## src/rtl/uart_rx_ctrl_if.sv

```systemverilog
// Signal bundle between the UART RX frame sequencer and its sampler/checker datapath.
// The master side is the sequencer; the slave side is the pin, sampler and checkers.
interface uart_rx_ctrl_if #(
   parameter int PRESCALE_W = 6
);
   logic                  RX_IN;
   logic                  PAR_EN;
   logic [PRESCALE_W-1:0] Prescale;
   logic                  sampled_bit;
   logic                  Parity_Error;
   logic                  data_samp_en;
   logic [PRESCALE_W-1:0] edge_cnt;
   logic [3:0]            bit_cnt;
   logic                  strt_chk_en;
   logic                  deser_en;
   logic                  par_chk_en;
   logic                  stp_chk_en;
   logic                  data_valid;
   logic                  Stop_Error;
   logic                  Frame_Par_Err;
   logic                  Start_Glitch;

   modport master (
      input  RX_IN, PAR_EN, Prescale, sampled_bit, Parity_Error,
      output data_samp_en, edge_cnt, bit_cnt, strt_chk_en, deser_en, par_chk_en,
             stp_chk_en, data_valid, Stop_Error, Frame_Par_Err, Start_Glitch
   );

   modport slave (
      output RX_IN, PAR_EN, Prescale, sampled_bit, Parity_Error,
      input  data_samp_en, edge_cnt, bit_cnt, strt_chk_en, deser_en, par_chk_en,
             stp_chk_en, data_valid, Stop_Error, Frame_Par_Err, Start_Glitch
   );
endinterface

```

## src/rtl/uart_rx_ctrl.sv

```systemverilog
// UART RX frame sequencer: walks start/data/parity/stop bits with an oversampling edge counter,
// fires single-cycle checker enables at each bit end and flags every finished frame.
module uart_rx_ctrl #(
   parameter int OUT_data   = 8,
   parameter int PRESCALE_W = 6
) (
   input logic            CLK,
   input logic            RST,
   uart_rx_ctrl_if.master bus
);

   typedef enum logic [2:0] {IDLE, START, DATA, PARITY, STOP} state_t;

   localparam logic [PRESCALE_W-1:0] PMIN     = PRESCALE_W'(8);
   localparam logic [3:0]            LAST_BIT = 4'(OUT_data - 1);

   state_t                state, state_n;
   logic [PRESCALE_W-1:0] edge_r, edge_n;
   logic [PRESCALE_W-1:0] presc_r, presc_n;
   logic [3:0]            bit_r, bit_n;
   logic                  par_en_r, par_en_n;
   logic                  par_fail_r, par_fail_n;
   logic                  dv_r, dv_n;
   logic                  se_r, se_n;
   logic                  fpe_r, fpe_n;
   logic                  sg_r, sg_n;
   logic                  bit_end;
   logic                  strt_en, deser, par_pulse, stp_en;

   always_ff @(posedge CLK) begin
      if (RST) begin
         state      <= IDLE;
         edge_r     <= '0;
         bit_r      <= '0;
         presc_r    <= PMIN;
         par_en_r   <= 1'b0;
         par_fail_r <= 1'b0;
         dv_r       <= 1'b0;
         se_r       <= 1'b0;
         fpe_r      <= 1'b0;
         sg_r       <= 1'b0;
      end else begin
         state      <= state_n;
         edge_r     <= edge_n;
         bit_r      <= bit_n;
         presc_r    <= presc_n;
         par_en_r   <= par_en_n;
         par_fail_r <= par_fail_n;
         dv_r       <= dv_n;
         se_r       <= se_n;
         fpe_r      <= fpe_n;
         sg_r       <= sg_n;
      end
   end

   always_comb begin
      state_n    = state;
      presc_n    = presc_r;
      par_en_n   = par_en_r;
      bit_n      = bit_r;
      par_fail_n = par_fail_r;
      dv_n       = 1'b0;
      se_n       = 1'b0;
      fpe_n      = 1'b0;
      sg_n       = 1'b0;
      strt_en    = 1'b0;
      deser      = 1'b0;
      par_pulse  = 1'b0;
      stp_en     = 1'b0;
      bit_end    = (state != IDLE) && (edge_r == presc_r - PRESCALE_W'(1));

      case (state)
         IDLE: begin
            bit_n      = '0;
            par_fail_n = 1'b0;
            // Frame parameters are frozen here so mid-frame changes cannot skew bit timing
            if (!bus.RX_IN) begin
               state_n  = START;
               par_en_n = bus.PAR_EN;
               presc_n  = (bus.Prescale < PMIN) ? PMIN : bus.Prescale;
            end
         end
         START: begin
            if (bit_end) begin
               strt_en = 1'b1;
               if (bus.sampled_bit) begin
                  sg_n    = 1'b1;
                  state_n = IDLE;
               end else begin
                  state_n = DATA;
                  bit_n   = '0;
               end
            end
         end
         DATA: begin
            if (bit_end) begin
               deser = 1'b1;
               if (bit_r == LAST_BIT) begin
                  bit_n   = '0;
                  state_n = par_en_r ? PARITY : STOP;
               end else begin
                  bit_n = bit_r + 4'd1;
               end
            end
         end
         PARITY: begin
            if (bit_end) begin
               par_pulse = 1'b1;
               state_n   = STOP;
            end
         end
         STOP: begin
            // parity_check answers one cycle after par_chk_en, i.e. at the first STOP edge
            if (par_en_r && edge_r == '0) par_fail_n = bus.Parity_Error;
            if (bit_end) begin
               stp_en  = 1'b1;
               state_n = IDLE;
               dv_n    = bus.sampled_bit & ~par_fail_r;
               se_n    = ~bus.sampled_bit;
               fpe_n   = par_fail_r;
            end
         end
         default: state_n = IDLE;
      endcase

      if (state_n == IDLE || bit_end || state_n != state) edge_n = '0;
      else                                                 edge_n = edge_r + PRESCALE_W'(1);
   end

   assign bus.data_samp_en  = (state != IDLE);
   assign bus.edge_cnt      = edge_r;
   assign bus.bit_cnt       = bit_r;
   assign bus.strt_chk_en   = strt_en;
   assign bus.deser_en      = deser;
   assign bus.par_chk_en    = par_pulse;
   assign bus.stp_chk_en    = stp_en;
   assign bus.data_valid    = dv_r;
   assign bus.Stop_Error    = se_r;
   assign bus.Frame_Par_Err = fpe_r;
   assign bus.Start_Glitch  = sg_r;

endmodule
```

## src/flat_wrapper.sv

```systemverilog
// flat-port wrapper written by rule: the top's interface ports become plain ports
module uart_rx_ctrl_flat 
#(
   parameter int OUT_data   = 8,
   parameter int PRESCALE_W = 6
)
  (CLK, RST, bus_RX_IN, bus_PAR_EN, bus_Prescale, bus_sampled_bit, bus_Parity_Error, bus_data_samp_en, bus_edge_cnt, bus_bit_cnt, bus_strt_chk_en, bus_deser_en, bus_par_chk_en, bus_stp_chk_en, bus_data_valid, bus_Stop_Error, bus_Frame_Par_Err, bus_Start_Glitch);
  uart_rx_ctrl_if #(.PRESCALE_W(PRESCALE_W)) bus_i ();
  input logic CLK;
  input logic RST;
  input wire logic [$bits(bus_i.RX_IN)-1:0] bus_RX_IN;
  input wire logic [$bits(bus_i.PAR_EN)-1:0] bus_PAR_EN;
  input wire logic [$bits(bus_i.Prescale)-1:0] bus_Prescale;
  input wire logic [$bits(bus_i.sampled_bit)-1:0] bus_sampled_bit;
  input wire logic [$bits(bus_i.Parity_Error)-1:0] bus_Parity_Error;
  output wire logic [$bits(bus_i.data_samp_en)-1:0] bus_data_samp_en;
  output wire logic [$bits(bus_i.edge_cnt)-1:0] bus_edge_cnt;
  output wire logic [$bits(bus_i.bit_cnt)-1:0] bus_bit_cnt;
  output wire logic [$bits(bus_i.strt_chk_en)-1:0] bus_strt_chk_en;
  output wire logic [$bits(bus_i.deser_en)-1:0] bus_deser_en;
  output wire logic [$bits(bus_i.par_chk_en)-1:0] bus_par_chk_en;
  output wire logic [$bits(bus_i.stp_chk_en)-1:0] bus_stp_chk_en;
  output wire logic [$bits(bus_i.data_valid)-1:0] bus_data_valid;
  output wire logic [$bits(bus_i.Stop_Error)-1:0] bus_Stop_Error;
  output wire logic [$bits(bus_i.Frame_Par_Err)-1:0] bus_Frame_Par_Err;
  output wire logic [$bits(bus_i.Start_Glitch)-1:0] bus_Start_Glitch;
  assign bus_i.RX_IN = bus_RX_IN;
  assign bus_i.PAR_EN = bus_PAR_EN;
  assign bus_i.Prescale = bus_Prescale;
  assign bus_i.sampled_bit = bus_sampled_bit;
  assign bus_i.Parity_Error = bus_Parity_Error;
  assign bus_data_samp_en = bus_i.data_samp_en;
  assign bus_edge_cnt = bus_i.edge_cnt;
  assign bus_bit_cnt = bus_i.bit_cnt;
  assign bus_strt_chk_en = bus_i.strt_chk_en;
  assign bus_deser_en = bus_i.deser_en;
  assign bus_par_chk_en = bus_i.par_chk_en;
  assign bus_stp_chk_en = bus_i.stp_chk_en;
  assign bus_data_valid = bus_i.data_valid;
  assign bus_Stop_Error = bus_i.Stop_Error;
  assign bus_Frame_Par_Err = bus_i.Frame_Par_Err;
  assign bus_Start_Glitch = bus_i.Start_Glitch;
  uart_rx_ctrl #(.OUT_data(OUT_data), .PRESCALE_W(PRESCALE_W)) u_core (.CLK(CLK), .RST(RST), .bus(bus_i));
endmodule
```

## config.mk

```make
export PLATFORM = sky130hd
export DESIGN_NAME = uart_rx_ctrl_flat
export DESIGN_NICKNAME = d
export VERILOG_FILES = /design/src/rtl/uart_rx_ctrl_if.sv /design/src/rtl/uart_rx_ctrl.sv /design/src/flat_wrapper.sv
export SDC_FILE = /design/constraint.sdc
export NUM_CORES = 1
export LEC_CHECK = 0
export CAP_MARGIN = 0
export CORE_ASPECT_RATIO = 1.75
export CORE_MARGIN = 5
export CORE_UTILIZATION = 30
export DETAILED_ROUTE_END_ITERATION = 8
export PLACE_DENSITY = 0.57
export SKIP_CTS_REPAIR_TIMING = 1
export SYNTH_ARGS = -nofsm -noshare
export SYNTH_HDL_FRONTEND = slang
export SYNTH_SLANG_ARGS = --single-unit
```

## constraint.sdc

```tcl
create_clock -name CLK -period 4.24 [get_ports CLK]
set_input_delay 1.272 -clock CLK [delete_from_list [all_inputs] [get_ports CLK]]
set_output_delay 1.272 -clock CLK [all_outputs]
set_load 0.03 [all_outputs]
```

Word-level counts from Yosys, hierarchy flattened
Cells that the tools add are included.

word-level totals
  bits in registers = 25
  input bits = 12
  output and inout bits = 19
  word-level logic and storage cells = 71

operators by class
  $add $sub $neg = 3
  order comparisons = 1
  equal/unequal tests = 11
  multiplexer cells = 23
  bitwise logic cells = 7
  reduce and logical (&&, ||, !) cells = 16

operator list
  cell                                                         count
  two-way mux 3 bit                                            7
  two-way mux 4 bit                                            4
  one-hot mux 3 bit (5 select lines)                           1
  one-hot mux 4 bit (3 select lines)                           1
  two-way mux 1 bit                                            7
  adder 6 x 1 -> 6 bit (second input constant)                 1
  equality test 3 x 2 -> 1 bit (second input constant)         2
  equality test 6 bit                                          1
  logical NOT 3 bit                                            2
  logical NOT 6 bit                                            1
  less-than comparator 6 x 4 -> 1 bit (second input constant)  1
  two-way mux 6 bit                                            1
  != test 2 x 1 -> 1 bit (second input constant)               3
  inverter 1 bit                                               6
  nonzero test 3 bit                                           2
  OR reduction 3 bit                                           2
  subtractor 6 x 1 -> 6 bit (second input constant)            1
  adder 4 x 1 -> 4 bit (second input constant)                 1
  equality test 4 x 3 -> 1 bit (second input constant)         1
  AND reduction 2 bit                                          2
  AND reduction 4 bit                                          1
  equality test 3 x 1 -> 1 bit (second input constant)         1
  equality test 3 bit (second input constant)                  1
  != test 3 bit                                                1
  other kinds (8)                                              10

Longest topological paths before layout
Gate-level depths: netlist of run 1.

  depth in word-level cells = 9
  depth in mapped cells = 8
  depth with buffers taken out = 8

Worst setup path before layout of run 1
No wires, ideal clock.

  path type = register to output
  from = register u_core.presc_r[0]
  to = output bus_deser_en
  arrival = 2153 ps
  path slack = 815 ps
  stages on the path, launching flop included = 6
  buffers on the path = 0
  cells stage by stage = dfxtp_1 > or4_1 > or3_4 > a211oi_4 > nand3_4 > nor2_1

on the way
  word-level cells in the longest chain between the ends = 5

ends and longest elaborated chain
  item                       RTL line            source
  from (decl)                uart_rx_ctrl.sv:19  logic [PRESCALE_W-1:0] presc_r, presc_n;
  from (signal assigned)     uart_rx_ctrl.sv:46  presc_r <= presc_n;
  subtractor 6 x 1 -> 6 bit  uart_rx_ctrl.sv:70  bit_end = (state != IDLE) && (edge_r == presc_r - PRESCALE_W'(1));
  equality test 6 bit        uart_rx_ctrl.sv:70
  logical AND 1 bit          uart_rx_ctrl.sv:70
  two-way mux 1 bit          uart_rx_ctrl.sv:96  if (bit_end) begin
  two-way mux 1 bit          uart_rx_ctrl.sv:72  case (state)
  to (decl)                  flat_wrapper.sv:20  output wire logic [$bits(bus_i.deser_en)-1:0] bus_deser_en;

No other way between the ends.

Worst setup path in the final report of run 1
Same ends and word-level chain as after synthesis.

==> results.ini, run 1 <==
[run_status]
outcome = complete, no violations

[global_routing]
grt_first_pass_wirelength_um = 5690
grt_pass1_vias = 1222
grt_usage_pct = 12.3
grt_max_degree = 20
antenna_found_initial = 0
grt-ovfl-total = 0

[clock_network]
clk_pin_slew_ns = 0.10
cts-root-buf = clkbuf_8
h-tree-depth = 1
insertion_delay_ns = 0.27
tritoncts = yes
cts.sink_count = 25
clock_path_buffers = 2
cts_buffers = 3

[logic_synthesis]
async_flop_share_pct = 0
synth_top_area_share_pct = 37.5
ys_ff_latch = 25
syn-num-nets = 180
ys_warn_count = 0
synth_edf_count = 0
synth_ff_type = dfxtp_1
yosysUniqueCellTypes = 41
yosys-top-cells-area = dfxtp_1 (37%), nor2_1 (5.9%), nand2_1 (4.2%)
yosys.area.top_type = dfxtp_1
syn-cell-area_um2 = 1340
syn_avg_cell_area_um2 = 8.15
synthCells = 164
seq_area_frac_synth_pct = 37.5

[final_layout]
final_common_cell = clkdlybuf4s50_1
n_antenna_cell = 0
drive_gt1_share_pct = 6.77
seqCellArea_um2 = 500
final_cell_mix = clkdlybuf4s50_1 (26), dfxtp_1 (25), nor2_1 (21), nand2_1 (15), inv_1 (12)
final_cells = 243
multi_input_area_um2 = 764
fillers = 461
syn2layout_area_growth_pct = 30.2
nets = 209

[floorplan]
die_width_um = 60.5
num_rows = 32
dieArea_um2 = 5940
initial_core_util_pct = 30.6
pin_count = 31
core-area_um2 = 4360
die_h_um = 98.3

[timing]
tightest_slew_ns = 0.708
period_needed_ns = 3.80
finalHoldViolCount = 0
max_slew_margin_pct = 52.7
hold_ws_ns = 0.462
fin_crit_sh_pct = 89.7
setup_tns_ns = 0
skew_ns = 0.00244
setup_viol = 0
slew_violations = 0
rsz0062_at_grt = false
clock.fmax_mhz = 263

[critical_path]
cp.required_ns = 2.97
path_max_fanout = 8
cp-end-kind = output port
timing.rr.start = u_core.presc_r[0]$_SDFFE_PP0P_
start_kind = flop
crit_start = u_core.presc_r[0]$_SDFFE_PP0P_
worst-setup-path-type = reg -> out
crit_arrival_ns = 2.53

[power]
swShare_pct = 28.5
leakagePower_nw = 0.673
p_comb_share_pct = 15.9
power.share.clock_pct = 31.6
p_sw_uw = 136
p_int_uw = 341
vdd_ir_drop_max_mv = 0.141
pwr-share-seq_pct = 52.4
power_density_nw_per_um2 = 274

[routing]
drc_errors = 0
wl_per_cell_um = 13.7
dr.max_layer_used = met4
via_per_inst = 5.06
drt_pre_antenna_iters = 4
drtIter0Drc = 36
wirelength_um = 3320
dr_total_vias = 1229
drt-met1-wl_um = 1290
dr_wl_met2_um = 1880
ant_nets = 0
met3WireLength_um = 97

[place]
port_buffers = 30
dp_hpwl_um = 2600
dp.cells = 239
gp_congestion = 0.732

[worst_hold_path]
min_from = u_core.par_fail_r$_SDFFE_PP0P_
holdCritPathClass = reg -> reg

[job]
maxCapViolations = 0

==> synthesized netlist by cell type, types with 4 or more instances <==
master / n
a21oi_1: 11
clkbuf_1: 6
dfxtp_1: 25
ha_1: 4
inv_1: 12
nand2_1: 15
nand3_1: 6
nor2_1: 21
nor3_1: 5
o21ai_0: 6
or3_1: 4
xnor2_1: 6
xor2_1: 5
==> stage by stage <==
stage          total power [mW]  utilization, %  area, um2  worst slack [ns]
2_1_floorplan             0.304               -       1340             0.815
3_3_place_gp              0.333            38.5       1680             0.365
3_5_place_dp              0.333            38.5       1680             0.338
4_1_cts                   0.482            39.7       1730            0.0269
5_1_grt                   0.499            39.9       1740             0.324
6_report                  0.477            39.9       1740             0.438
==> per-layer routing <==
layer | vias up | track usage [%]
met5 | - | 0
met4 | 0 | 4.51
met3 | 5 | 1.59
met2 | 21 | 22.5
met1 | 574 | 13.7
li1 | 629 | -
==> flip-flops by register name, indices dropped and copies added, names as in the netlist <==
name	flops
u_core.bus.Start_Glitch	1
u_core.bus.data_valid	1
u_core.state	3
u_core.presc_r	6
u_core.bus.Frame_Par_Err	1
u_core.bus.Stop_Error	1
u_core.par_en_r	1
u_core.bus.bit_cnt	4
u_core.par_fail_r	1
u_core.bus.edge_cnt	6
==> kinds of logic (layout without fill, tap and decap cells) <==
family	after synthesis	count (layout)	share of synthesized area, %
buf+inv	19	47	5.34
simple gates	69	69	27.1
mux	1	1	0.843
fa+ha+maj	4	4	3.75
flops	25	25	37.5
compound gates	35	35	18.4
xor+xnor	11	11	7.21
==> final cells by class <==
cell class	instances	share of cell area, %
multi-input cells	120	43.9
flip-flops and latches	25	28.8
repair buffers	31	18.3
well taps	51	3.67
inverters	12	2.59
clock buffers	3	2.37
clock inverters	1	0.431
==> critical path, cell delays in order, from the launching register on <==
cell	delay, ns
dfxtp_1	0.36
or4_1	0.54
or3_4	0.35
a211oi_4	0.38
nand3_4	0.17
nor2_1	0.14
dlymetal6s2s_1	0.30
==> power groups by stage <==
| stage | clock network [mW] | logic (mW) | registers [mW] |
|---|---|---|---|
| after CTS | 0.153 | 0.0778 | 0.250 |
| after global placement | 0 | 0.0773 | 0.256 |
| after global routing | 0.161 | 0.0860 | 0.252 |
| final | 0.151 | 0.0761 | 0.250 |
| after floorplan | 0 | 0.0490 | 0.255 |
| after detailed placement | 0 | 0.0773 | 0.256 |
==> worst paths after layout <==
path	to	slack, ns	cells past startpoint
worst max-delay path	bus_deser_en	0.44	6
worst max register to register	u_core.bus.bit_cnt[2]$_SDFFE_PP0P_	1.81	6
worst min register to register	u_core.bus.Frame_Par_Err$_SDFF_PP0_	0.46	2
worst min-delay path	u_core.bus.Frame_Par_Err$_SDFF_PP0_	0.46	2
Power figures use the tool's default switching activity.
==> inputs of run 2 (changes only) <==
--- a/config.mk
+++ b/config.mk
@@ -11,6 +11,7 @@
 export CORE_UTILIZATION = 30
 export DETAILED_ROUTE_END_ITERATION = 8
 export PLACE_DENSITY = 0.57
+export REMOVE_ABC_BUFFERS = 1
 export SKIP_CTS_REPAIR_TIMING = 1
 export SYNTH_ARGS = -nofsm -noshare
 export SYNTH_HDL_FRONTEND = slang
==> run 2 against run 1 <==
Non-clock buffer count down 1. Combinational power down 1%. Register-to-register slack about the same. Routed wire length decreased by 0.21%. Clock power hardly changed. Total power is 0.11% lower. Largest cell class unchanged. Sequential share of layout area rose by 0.12 points. Largest power group unchanged.
==> results.ini, run 2 (synthesis results as in run 1) <==
[clock_network]
h-tree-depth = 1
insertion_delay_ns = 0.28
cts.sink_count = 25
cts_buffers = 3
clock_path_buffers = 2
clk_pin_slew_ns = 0.10
tritoncts = yes
cts-root-buf = clkbuf_8

[timing]
period_needed_ns = 3.79
clock.fmax_mhz = 264
setup_viol = 0
setup_tns_ns = 0
max_slew_margin_pct = 52.7
final.setup.worst_slack_ns = 0.448
rsz0062_at_grt = false
skew_ns = 0.00361
tightest_slew_ns = 0.707
finalHoldViolCount = 0
slew_violations = 0
fin_crit_sh_pct = 89.4

[routing]
drc_errors = 0
drt_pre_antenna_iters = 4
drtIter0Drc = 16
ant_nets = 0
wirelength_um = 3320
wl_per_cell_um = 13.7
dr_total_vias = 1232
via_per_inst = 5.09

[final_layout]
seqCellArea_um2 = 500
final_common_cell = clkdlybuf4s50_1
n_antenna_cell = 0
multi_input_area_um2 = 764
syn2layout_area_growth_pct = 29.7
final_cells = 242
nets = 208
fillers = 465
final_cell_mix = clkdlybuf4s50_1 (26), dfxtp_1 (25), nor2_1 (21), nand2_1 (15), inv_1 (12)
post-route-util_pct = 39.7
drive_gt1_share_pct = 6.28

[global_routing]
grt_max_degree = 20
grt_usage_pct = 12.1
antenna_found_initial = 0
grt_pass1_vias = 1246
grt-ovfl-total = 0
grt_first_pass_wirelength_um = 5670

[job]
maxCapViolations = 0

[critical_path]
path_max_fanout = 8
worst-setup-path-type = reg -> out
slowest_stage = or4_1
cp.required_ns = 2.97
path_buf_inv = 1
start_kind = flop
r2r_slack_ns = 1.80
cpLargestDelayFamily = simple AND/OR/NAND/NOR gates
cp-end-kind = output port
crit_chain = or4_1 -> or3_4 -> a211oi_4 -> nand3_4 -> nor2_1 -> dlymetal6s2s_1
crit_arrival_ns = 2.52
max_stage_delay_ns = 0.55

[floorplan]
initial_core_util_pct = 30.6
die_h_um = 98.3
die_width_um = 60.5
core-area_um2 = 4360
pin_count = 31
dieArea_um2 = 5940
num_rows = 32

[worst_hold_path]
holdCritPathClass = reg -> reg

[power]
p_int_uw = 340
pwr-share-seq_pct = 52.5
power_uw = 477
vdd_ir_drop_max_mv = 0.161
p_sw_uw = 137
p_comb_share_pct = 15.8
power.share.clock_pct = 31.7
leakagePower_nw = 0.668
power_density_nw_per_um2 = 275
swShare_pct = 28.7

[place]
dp_hpwl_um = 2540
dp.cells = 238
gp_congestion = 0.740
port_buffers = 30
dp_slack_ns = 0.344

[run_status]
outcome = complete, no violations

==> run 2: changes by cell type in the layout (fill, tap and decap cells not counted) <==
cell | before | now
buf_4 | 1 | 0
==> run 2: worst paths after layout <==
kind,end,cells past startpoint,start
max,bus_par_chk_en,6,u_core.presc_r[0]$_SDFFE_PP0P_
min,u_core.bus.Frame_Par_Err$_SDFF_PP0_,2,u_core.par_fail_r$_SDFFE_PP0P_
max reg2reg,u_core.bus.bit_cnt[2]$_SDFFE_PP0P_,6,u_core.presc_r[0]$_SDFFE_PP0P_
min reg2reg,u_core.bus.Frame_Par_Err$_SDFF_PP0_,2,u_core.par_fail_r$_SDFFE_PP0P_
==> run 2: area by class of cell <==
| type | count | area share [%] |
|---|---|---|
| clock buffers | 3 | 2.38 |
| flip-flops and latches | 25 | 28.9 |
| well taps | 51 | 3.68 |
| inverters | 12 | 2.60 |
| clock inverters | 1 | 0.433 |
| multi-input cells | 120 | 44.1 |
| repair buffers | 30 | 17.9 |
==> run 2: per-stage QoR <==
step                instance area, um2  hold slack, ns
floorplan                         1310           0.432
global placement                  1670           0.449
detailed placement                1670           0.448
CTS                               1720           0.463
global route                      1730           0.490
finish                            1730           0.460
==> run 2: layer usage <==
metal  vias to the layer above  GRT usage [%]  routed length (um)
met1                       575           13.2                1390
met4                         0           4.01                  41
met2                        27           22.5                1750
met3                         5           1.72                 137
li1                        625              -                   -
met5                         -              0                   0
==> run 2: worst min-delay path: stages, from the launching register on <==
cell	delay, ns
dfxtp_1	0.34
inv_1	0.05
nor2_1	0.03
==> run 2: power groups by stage <==
| stage | logic (mW) | registers (mW) | clock network (mW) |
|---|---|---|---|
| 6_report | 0.0751 | 0.250 | 0.151 |
| 3_5_place_dp | 0.0759 | 0.256 | 0 |
| 4_1_cts | 0.0761 | 0.251 | 0.155 |
| 2_1_floorplan | 0.0459 | 0.255 | 0 |
| 5_1_grt | 0.0831 | 0.252 | 0.165 |
| 3_3_place_gp | 0.0754 | 0.256 | 0 |
==> inputs of run 3 (changes only) <==
--- a/config.mk
+++ b/config.mk
@@ -6,11 +6,12 @@
 export NUM_CORES = 1
 export LEC_CHECK = 0
 export CAP_MARGIN = 0
-export CORE_ASPECT_RATIO = 1.75
+export CORE_ASPECT_RATIO = 2
 export CORE_MARGIN = 5
 export CORE_UTILIZATION = 30
+export CTS_CLUSTER_DIAMETER = 100
 export DETAILED_ROUTE_END_ITERATION = 8
-export PLACE_DENSITY = 0.57
+export PLACE_DENSITY_LB_ADDON = 0.12
 export REMOVE_ABC_BUFFERS = 1
 export SKIP_CTS_REPAIR_TIMING = 1
 export SYNTH_ARGS = -nofsm -noshare
==> run 3 against run 2 <==
Total power down 0.88%. Critical path depth is the same. Highest routed layer unchanged. First-iteration DRC count up 31%. Flip-flop and latch count unchanged. Final area up 0.22%. Critical endpoint unchanged. Utilization rose by 0.32 points. Hold slack got worse by 0.00079 ns. Clock-buffer cell count is the same. Cell count rose by 1.2%. Critical path type unchanged. Die area is 0.47% higher. Largest cell class unchanged.
==> results.ini, run 3 (synthesis results as in run 1) <==
[critical_path]
slowest_stage = or4_1
path_max_fanout = 8
start_kind = flop
cpLargestDelayFamily = simple AND/OR/NAND/NOR gates
cp-end-kind = output port
cp.required_ns = 2.97
max_stage_delay_ns = 0.56
crit_arrival_ns = 2.54
worst-setup-path-type = reg -> out
crit_chain = or4_1 -> or3_4 -> a211oi_4 -> nand3_4 -> nor2_1 -> dlymetal6s2s_1
path_buf_inv = 1

[power]
power_density_nw_per_um2 = 272
leakagePower_nw = 0.668
power_uw = 473
vdd_ir_drop_max_mv = 0.164

[timing]
setup_tns_ns = 0
period_needed_ns = 3.81
skew_ns = 0.00180
fin_crit_sh_pct = 89.9
final.setup.worst_slack_ns = 0.428
max_slew_margin_pct = 51.2
tightest_slew_ns = 0.729
slew_violations = 0
finalHoldViolCount = 0
setup_viol = 0
rsz0062_at_grt = false
clock.fmax_mhz = 262

[final_layout]
multi_input_area_um2 = 764
final_cell_mix = clkdlybuf4s50_1 (26), dfxtp_1 (25), nor2_1 (21), nand2_1 (15), inv_1 (12)
n_antenna_cell = 0
nets = 208
fillers = 487
final_common_cell = clkdlybuf4s50_1
syn2layout_area_growth_pct = 30.0
post-route-util_pct = 40.0
seqCellArea_um2 = 500
drive_gt1_share_pct = 6.28

[routing]
ant_nets = 0
drc_errors = 0
wirelength_um = 3440
drt_pre_antenna_iters = 4
via_per_inst = 5.04
wl_per_cell_um = 14.0
drtIter0Drc = 21
dr_total_vias = 1234

[clock_network]
clock_path_buffers = 2
insertion_delay_ns = 0.27
tritoncts = yes
cts.sink_count = 25
cts_buffers = 3
h-tree-depth = 1
cts-root-buf = clkbuf_8
clk_pin_slew_ns = 0.09

[floorplan]
dieArea_um2 = 5970
pin_count = 31
die_h_um = 104
initial_core_util_pct = 30.8
num_rows = 34
die_width_um = 57.2
core-area_um2 = 4340

[job]
maxCapViolations = 0

[global_routing]
grt_usage_pct = 11.9
grt-ovfl-total = 0
antenna_found_initial = 0
grt_first_pass_wirelength_um = 5800
grt_pass1_vias = 1242
grt_max_degree = 20

[place]
gp_congestion = 0.719
dp_slack_ns = 0.348
dp_hpwl_um = 2680
port_buffers = 30

[run_status]
outcome = complete, no violations

[worst_hold_path]
holdCritPathClass = reg -> reg

run 3: cell type report:
class	count	share of cell area, %
well taps	54	3.89
clock buffers	3	2.38
flip-flops and latches	25	28.8
multi-input cells	120	44.0
clock inverters	1	0.432
repair buffers	30	17.9
inverters	12	2.59
run 3: routing by layer:
metal  vias up  GRT usage, %  part of all wire, %
li1        626             -                    -
met1       578          12.8                   39
met2        26          22.6                   56
met3         4          1.99                  3.8
met4         0          3.81                  1.6
met5         -             0                    0
run 3: worst reg2reg max path: stages, from the launching register on:
cell	delay [ns]
dfxtp_1	0.36
or4_1	0.56
or3_4	0.36
a211oi_4	0.38
nand3_4	0.17
o41a_1	0.39
a21oi_1	0.16
run 3: worst paths after layout:
check                                  from                             endpoint  slack, ns  cells after the start
max          u_core.presc_r[0]$_SDFFE_PP0P_                       bus_par_chk_en       0.43                      6
min          u_core.par_fail_r$_SDFFE_PP0P_  u_core.bus.Frame_Par_Err$_SDFF_PP0_       0.46                      2
max reg2reg  u_core.presc_r[0]$_SDFFE_PP0P_   u_core.bus.bit_cnt[2]$_SDFFE_PP0P_       1.78                      6
min reg2reg  u_core.par_fail_r$_SDFFE_PP0P_  u_core.bus.Frame_Par_Err$_SDFF_PP0_       0.46                      2
run 3: power breakdown:
group | internal, mW | leakage, nW | switching [mW]
combinational | 0.0320 | 0.444 | 0.0434
clock | 0.0666 | 0.0217 | 0.0804
sequential | 0.241 | 0.203 | 0.00909
run 3: stage by stage:
step | std cells | instance area (um2) | hold WS, ns
floorplan | 157 | 1310 | 0.432
global placement | 241 | 1680 | 0.443
detailed placement | 241 | 1680 | 0.446
CTS | 245 | 1730 | 0.461
global route | 245 | 1740 | 0.493
finish | 245 | 1740 | 0.460
